===== src/rtl/nibble_serial_adder.sv =====
// Nibble-serial adder: one 4-bit add slice, LSB nibble first, carry held
// in a register between nibbles. Result flags are captured with the last nibble.
//
// Handshake: an operand set transfers on a rising edge where in_valid and
// in_ready are both 1; a result transfers on a rising edge where out_valid
// and out_ready are both 1. in_ready is high only in IDLE and out_valid only
// in DONE, so the two never overlap and nothing is accepted in the DONE->IDLE
// cycle.
module nibble_serial_adder #(
  parameter int WIDTH = 16
) (
  input  logic             clk,
  input  logic             rst,
  input  logic             in_valid,
  output logic             in_ready,
  input  logic [WIDTH-1:0] X,
  input  logic [WIDTH-1:0] Y,
  input  logic             Cin,
  output logic             out_valid,
  input  logic             out_ready,
  output logic [WIDTH-1:0] Z,
  output logic             carry,
  output logic             sign,
  output logic             parity,
  output logic             zero,
  output logic             overflow,
  output logic [1:0]       dbg_state
);

  localparam int NIB = WIDTH / 4;
  localparam int CW  = (NIB > 1) ? $clog2(NIB) : 1;

  typedef enum logic [1:0] {
    IDLE = 2'd0,
    RUN  = 2'd1,
    DONE = 2'd2
  } state_t;

  state_t          state, state_nxt;
  logic [WIDTH-1:0] x_q, y_q;
  logic             cy_q;
  logic [CW-1:0]    cnt;

  logic [3:0]       xn, yn;
  logic [4:0]       sum5;
  logic [WIDTH-1:0] z_nxt;
  logic             last;
  int               idx;

  // Nibble slice: select the current nibble, add with the held carry and
  // build the Z value that results once this nibble is written.
  always_comb begin
    idx   = 4 * int'(cnt);
    xn    = x_q[idx +: 4];
    yn    = y_q[idx +: 4];
    sum5  = {1'b0, xn} + {1'b0, yn} + {4'b0000, cy_q};
    z_nxt = Z;
    z_nxt[idx +: 4] = sum5[3:0];
    last  = (cnt == CW'(NIB - 1));
  end

  // Next-state logic for IDLE -> RUN -> DONE -> IDLE.
  always_comb begin
    state_nxt = state;
    case (state)
      IDLE:    if (in_valid) state_nxt = RUN;
      RUN:     if (last) state_nxt = DONE;
      DONE:    if (out_ready) state_nxt = IDLE;
      default: state_nxt = IDLE;
    endcase
  end

  // State register.
  always_ff @(posedge clk or posedge rst) begin
    if (rst) state <= IDLE;
    else     state <= state_nxt;
  end

  // Operand capture, per-nibble accumulation and final flag capture.
  always_ff @(posedge clk or posedge rst) begin
    if (rst) begin
      x_q      <= '0;
      y_q      <= '0;
      cy_q     <= 1'b0;
      cnt      <= '0;
      Z        <= '0;
      carry    <= 1'b0;
      sign     <= 1'b0;
      parity   <= 1'b0;
      zero     <= 1'b0;
      overflow <= 1'b0;
    end else begin
      case (state)
        IDLE: begin
          if (in_valid) begin
            x_q  <= X;
            y_q  <= Y;
            cy_q <= Cin;
            cnt  <= '0;
          end
        end
        RUN: begin
          Z    <= z_nxt;
          cy_q <= sum5[4];
          cnt  <= cnt + 1'b1;
          if (last) begin
            carry    <= sum5[4];
            sign     <= z_nxt[WIDTH-1];
            parity   <= ~^z_nxt;
            zero     <= (z_nxt == '0);
            overflow <= (x_q[WIDTH-1] == y_q[WIDTH-1]) &&
                        (z_nxt[WIDTH-1] != x_q[WIDTH-1]);
          end
        end
        default: ;
      endcase
    end
  end

  assign in_ready  = (state == IDLE);
  assign out_valid = (state == DONE);
  assign dbg_state = state;

endmodule


===== config.mk =====
export PLATFORM = sky130hd
export DESIGN_NAME = nibble_serial_adder
export DESIGN_NICKNAME = d
export VERILOG_FILES = /design/src/rtl/nibble_serial_adder.sv
export SDC_FILE = /design/constraint.sdc
export NUM_CORES = 1
export LEC_CHECK = 0
export ABC_AREA = 1
export BUFFER_PORTS_ARGS = -buffer_cell sky130_fd_sc_hd__clkbuf_2
export CORE_UTILIZATION = 50
export DETAILED_ROUTE_END_ITERATION = 8
export PLACE_DENSITY = 0.73
export RECOVER_POWER = 100
export SLEW_MARGIN = 20
export SYNTH_ARGS = -nofsm -noshare
export SYNTH_HDL_FRONTEND = slang
export SYNTH_SLANG_ARGS = --single-unit

===== constraint.sdc =====
create_clock -name clk -period 9.1 [get_ports clk]
set_input_delay 1.82 -clock clk [delete_from_list [all_inputs] [get_ports clk]]
set_output_delay 1.82 -clock clk [all_outputs]
set_load 0.02 [all_outputs]

=== Yosys cells after proc, flatten, opt, wreduce, memory -nomap -nowiden ===
Index checks and enable logic that the tools add are counted.

* Add/sub/neg operators: 4
* Muxes and demuxes: 9
* Shift-type cells: 4
* Reduce and logical (&&, ||, !) cells: 9
* Eq/ne operators: 8

{| class="wikitable"
|+ Operator list
! cell !! count
|-
| 4-bit negation with 33-bit output || 1
|-
| 4-bit by 33-bit variable shift with 16-bit output, first input constant || 1
|-
| 4-bit by 33-bit indexed part select with 16-bit output || 1
|-
| 16-bit by 5-bit indexed part select with 4-bit output || 2
|-
| 16-bit bitwise mux || 1
|-
| 16-bit zero test || 1
|-
| 16-bit XNOR reduction || 1
|-
| 2-bit two-way mux || 4
|-
| 2-bit case mux with 3 select lines || 1
|-
| 2-bit AND reduction || 3
|-
| 4-bit by 4-bit adder with 5-bit output || 1
|-
| 5-bit by 1-bit adder with 5-bit output || 1
|-
| 2-bit == test, second input constant || 2
|-
| 2-bit inequality test, second input constant || 2
|-
| 2-bit case mux with 2 select lines || 1
|-
| 3-bit AND reduction || 1
|-
| 2-bit by 1-bit adder with 2-bit output, second input constant || 1
|-
| 2-bit by 1-bit == test with 1-bit output, second input constant || 1
|-
| 2-bit zero test || 1
|-
| 2-bit by 1-bit inequality test with 1-bit output, second input constant || 1
|-
| 1-bit case mux with 2 select lines || 1
|-
| 2-bit nonzero test || 1
|-
| 1-bit == test || 1
|-
| 1-bit logical AND || 1
|-
| other kinds (2) || 2
|}

* Word-level logic and storage cells: 45
* Input bits: 37
* Register bits after elaboration: 58
* Output and inout bits: 25

=== Logic depth before layout (Yosys ltp) ===
* Depth in word-level cells: 7
* Gate-level depth with buffers: 26
* Gate-level depth less buffers: 24

=== Worst setup path before layout ===
No wires, ideal clock.

* Path kind: register to register
* Start: register cnt[0]
* End: register parity
* Period minus slack after synthesis: 3.486 ns
* Arrival: 3.369 ns
* Path slack: 5.614 ns
* Setup time: 0.116 ns
* Buffers on the path: 2
* Cell stages (with the launch flop): 25
* Data required time: 8.984 ns
* Cell sequence: dfrtp_1 buf_4 inv_2 buf_2 o21ai_0 o22ai_1 fa_1 inv_1 fa_1 nor2_1 inv_1 nor2_1 inv_1 o21ai_0 inv_1 ha_1 xor2_1 xor2_1 inv_1 nand2_1 nand2_1 nand3_1 nand2_1 nand2_1 nand2_1

* Word-level cells in the longest chain between the ends: 6
* Elaborated cells on any way between the ends: 11
* Classes of those cells: add/sub: 3; eq/ne: 1; shift: 4; mux: 1; reduce/logical: 2

{| class="wikitable"
|+ RTL lines
! item !! line !! text
|-
| start: declaration || 42 || <nowiki>logic [CW-1:0] cnt;</nowiki>
|-
| start signal: assignment || 105 || <nowiki>cnt <= cnt + 1'b1;</nowiki>
|-
| 16-bit by 5-bit indexed part select with 4-bit output (on tied branches) || 54, 55 ||
|-
| 4-bit by 4-bit adder with 5-bit output || 56 || <nowiki>sum5 = {1'b0, xn} + {1'b0, yn} + {4'b0000, cy_q};</nowiki>
|-
| 5-bit by 1-bit adder with 5-bit output || 56 ||
|-
| 4-bit by 33-bit indexed part select with 16-bit output || 58 || <nowiki>z_nxt[idx +: 4] = sum5[3:0];</nowiki>
|-
| 16-bit bitwise mux || 58 ||
|-
| 16-bit XNOR reduction || 109 || <nowiki>parity <= ~^z_nxt;</nowiki>
|-
| end signal: assignment || 109 ||
|-
| end: declaration || 24 || <nowiki>output logic parity,</nowiki>
|}

Parallel ways exist; a longest one is shown, timed or not.
A chain may end at the register's enable or synchronous reset.

=== Worst setup path after layout ===
Same ends and word-level chain as after synthesis.

==> impl_results.md <==
- Met1 Usage GRT: 0.284
- Cell type contributing the most total cell area after synthesis: dfrtp_1
- Path type of the worst setup path: flop to flop
- TritonCTS Sinks: 58
- Crit path buffers/inverters: 6
- Filler instances: approximately 570
- Number of hold violations in the final report: 0
- Placement Rows: 28
- Clock latency on the worst-skew pair: ~0.35 ns
- Layout area overhead: 15.7%
- Slew of the pin with the lowest slew margin: just under 3 ns
- Critical Path Max Stage Delay: slightly above 0.9 ns
- Maximum fanout along the worst path: 28
- Final setup viols: 0
- Initial DRT Pass Iterations: 4
- Drt wl/cell: 12.5 um
- Number of nets still failing antenna checks after routing: 0
- Number of diodes: 0
- Part of the Yosys area used for sequential elements: 0.451
- Kind of start point of the critical path: flop
- Drt total wl: 6.98 mm
- Minimum hold slack: 0.477 ns
- Critical path cell sequence: inv_1, o21ai_0, o22ai_1, fa_1, inv_1, fa_1, nor2_1, inv_1, nor2_1, inv_1, o21ai_0, inv_1, ha_1, xor2_1, xor2_1, inv_1, nand2_1, nand2_1, nand3_1, nand2_1, nand2_1, nand2_1
- Worst-case clock buffer depth: 2
- Path class of the lowest-slack min-delay path: flop to flop
- Power per standard cell area: 441 nW/um^2
- Initial antenna violation count: 0
- Required time at the endpoint of the critical path: 9.34 ns
- Post-route non-filler standard cell count: 556
- Detailed placer's ending HPWL: between 5 and 6 mm
- Hold-fix buffers, CTS: 0
- CTS Root Cell: clkbuf_8
- Mean area per synthesized cell: 7.73 sq um
- Count leader, synth: nand2_1
- Family with the most delay on the worst path: adder cells
- Setup repair after global routing missed its margin: no
- Total gr overflow: 0
- Number of DRC violations after detailed routing: 0
- Worst-path cell with the longest stage delay: dfrtp_1
- Synthesized Nets: 471
- Gr busiest metal: met2
- Shortest period the worst path allows: 4.72 ns
- Design Power: 1.64 mW
- Area share of the largest cell type after synthesis: 0.451
- Post-DP Area: 3560 sq um
- Standby leakage power: 1.93 nW
- Cell count after placement: 540
- Post-CTS Setup Inserts: 0
- Largest net degree at the start of global routing: 59
- Global-route met2 utilization: 0.385
- Crit end category: flop
- DRC violation total after the first TritonRoute iteration: roughly 230
- Most used cell along the critical path: inv_1
- Max Freq: 212 MHz
- Number of register bits inferred by synthesis: 58
- Ys async rst share: 1.00
- Number of buffers added by the clock tree synthesis step: 9
- Net count reported at finish: 531
- Total Negative Setup Slacks: 0 ns
- Gpl congestion: approximately 0.9
- Number of distinct library cells after synthesis: 31
- Post-synth EDFFs: 0
- Tcrit/Tclk final: 0.518
- Chip Width: 82.2 um
- Area enclosed by the die boundary: 6760 sq um
- Global-route wire length before repair: 11.6 mm
- YS warnings: 0
- Post-synth top flop: dfrtp_1
- Peak supply drop: about 0.17 mV
- Violations in the final reports: max-capacitance violations, max-slew violations
- DR vias: 2782
- Slew Viols, Final: 59
- Drt via density: between 5 and 6
- Met3 demand-to-capacity share in global routing: 0.0593
- Initial standard-cell utilization of the core: 0.531
- Clock transition at path regs: approximately 0.070 ns
- Fraction of final layout cells with drive strength greater than 1: 0.141
- Outcome: finished with violations
- H-Tree Level Count: 3
- Clock tree from TritonCTS: built
- Biggest area contributors in the synthesized netlist: dfrtp_1 45%, nand2_1 18%, ha_1 6.2%
- Post-route cell area: between 3000 and 4000 sq um
- Std-Cell Core Area: 6060 sq um
- Post-Synthesis Cells: 416
- Die extent in y: slightly above 80 um
- Global Route Usage Sum: 0.232
- Post-synthesis cell area: between 3000 and 4000 sq um
- Clock tree skew after final layout: 0.00894 ns
- IO Count: 62
- Max-capacitance violation count: 1
- Resized Gates After CTS: 0
- Data arrival time of the critical path: 4.96 ns
- Vias in the first global route: 2588
- List of most frequent post-synthesis cells: 154 x nand2_1, 58 x dfrtp_1, 50 x inv_1, 30 x o21ai_0, 24 x nor2_1
- Max-Slew Margin vs Limit: -0.979
- # port buffers: 61
[cell usage in the layout, fill, tap and decap left out]
| cell type | synthesis | final |
|---|---|---|
| clkinv_2 | 0 | 2 |
| clkbuf_1 | 6 | 27 |
| o21ai_2 | 2 | 1 |
| clkinvlp_4 | 0 | 1 |
| bufinv_16 | 0 | 2 |
| nand3_1 | 5 | 5 |
| ha_1 | 16 | 16 |
| a22oi_1 | 1 | 1 |
| nand2_2 | 6 | 3 |
| nor4_2 | 1 | 1 |
| nor2_2 | 1 | 1 |
| nand4_1 | 1 | 2 |
| o21ai_0 | 30 | 35 |
| o21bai_1 | 1 | 1 |
| o21ai_1 | 9 | 5 |
| inv_2 | 9 | 6 |
| clkbuf_2 | 0 | 36 |
| nor2_1 | 24 | 25 |
| nand3_2 | 2 | 2 |
| nor3_2 | 1 | 1 |
| clkbuf_8 | 0 | 10 |
| xnor2_1 | 1 | 1 |
| buf_4 | 2 | 1 |
| fa_1 | 2 | 2 |
| inv_1 | 50 | 53 |
| xor2_1 | 4 | 4 |
| o22ai_1 | 13 | 13 |
| a32oi_1 | 2 | 2 |
| dfrtp_1 | 58 | 58 |
| o31ai_1 | 2 | 2 |
| nand2_1 | 154 | 157 |
| a31oi_4 | 1 | 1 |
| a21oi_1 | 4 | 4 |
[worst min-delay path: stages (launching register included)]
cell and delay, ns:
dfrtp_1 0.34, nand2_1 0.05, nand2_1 0.05
[report_power, final]
part | internal [mW] | switching (mW) | leakage, nW
clock | 0.161 | 0.104 | 0.109
sequential | 0.368 | 0.0932 | 0.744
combinational | 0.311 | 0.603 | 1.08
total | 0.840 | 0.800 | 1.93
[worst paths after layout]
path | startpoint | end | slack (ns) | depth (start not counted)
max in group asynchronous | rst | Z[7]$_DFFE_PP0P_ | 4.84 | 3
worst min-delay path | x_q[7]$_DFFE_PP0P_ | x_q[7]$_DFFE_PP0P_ | 0.48 | 2
worst min register to register | x_q[7]$_DFFE_PP0P_ | x_q[7]$_DFFE_PP0P_ | 0.48 | 2
worst max register to register | cnt[0]$_DFFE_PP0P_ | parity$_DFFE_PP0P_ | 4.38 | 22
worst max-delay path | cnt[0]$_DFFE_PP0P_ | parity$_DFFE_PP0P_ | 4.38 | 22
min in group asynchronous | rst | x_q[2]$_DFFE_PP0P_ | 2.57 | 3
[flip-flops by register name (all words and copies together), names as in the netlist]
| name | flops |
|---|---|
| cnt | 2 |
| sign | 1 |
| overflow | 1 |
| dbg_state | 2 |
| Z | 16 |
| zero | 1 |
| cy_q | 1 |
| y_q | 16 |
| carry | 1 |
| parity | 1 |
| x_q | 16 |
[cells by family (layout without fill, tap and decap cells)]
group,after synthesis,in the layout,synth area share
DFF,58,58,0.451
and+or+nand+nor,197,197,0.252
AOI/OAI and AO/OA,65,65,0.119
xor gates and xnor gates,5,5,0.0136
adders and majority gates,18,18,0.0747
buffers and inverters,73,138,0.0898
[final cells by class]
type                    count  area, sq um  share of cell area
multi-input cells         285         1450               0.390
repair buffers             63          285              0.0766
inverters                  59          221              0.0595
well taps                  75         93.8              0.0252
clock buffers              11          141              0.0380
clock inverters             5         77.6              0.0208
flip-flops and latches     58         1450               0.390
[routing by layer]
metal / wire, um / up-vias
li1: - / 1415
met1: 3170 / 1285
met2: 3340 / 69
met3: 318 / 13
met4: 148 / 0
met5: 0 / -
[stage by stage]
stage	setup WS (ns)	utilization
finish	4.38	0.614
global route	4.03	0.614
global placement	4.92	0.588
floorplan	5.61	-
detailed placement	4.77	0.588
CTS	4.68	0.624
Power figures use the tool's default switching activity.
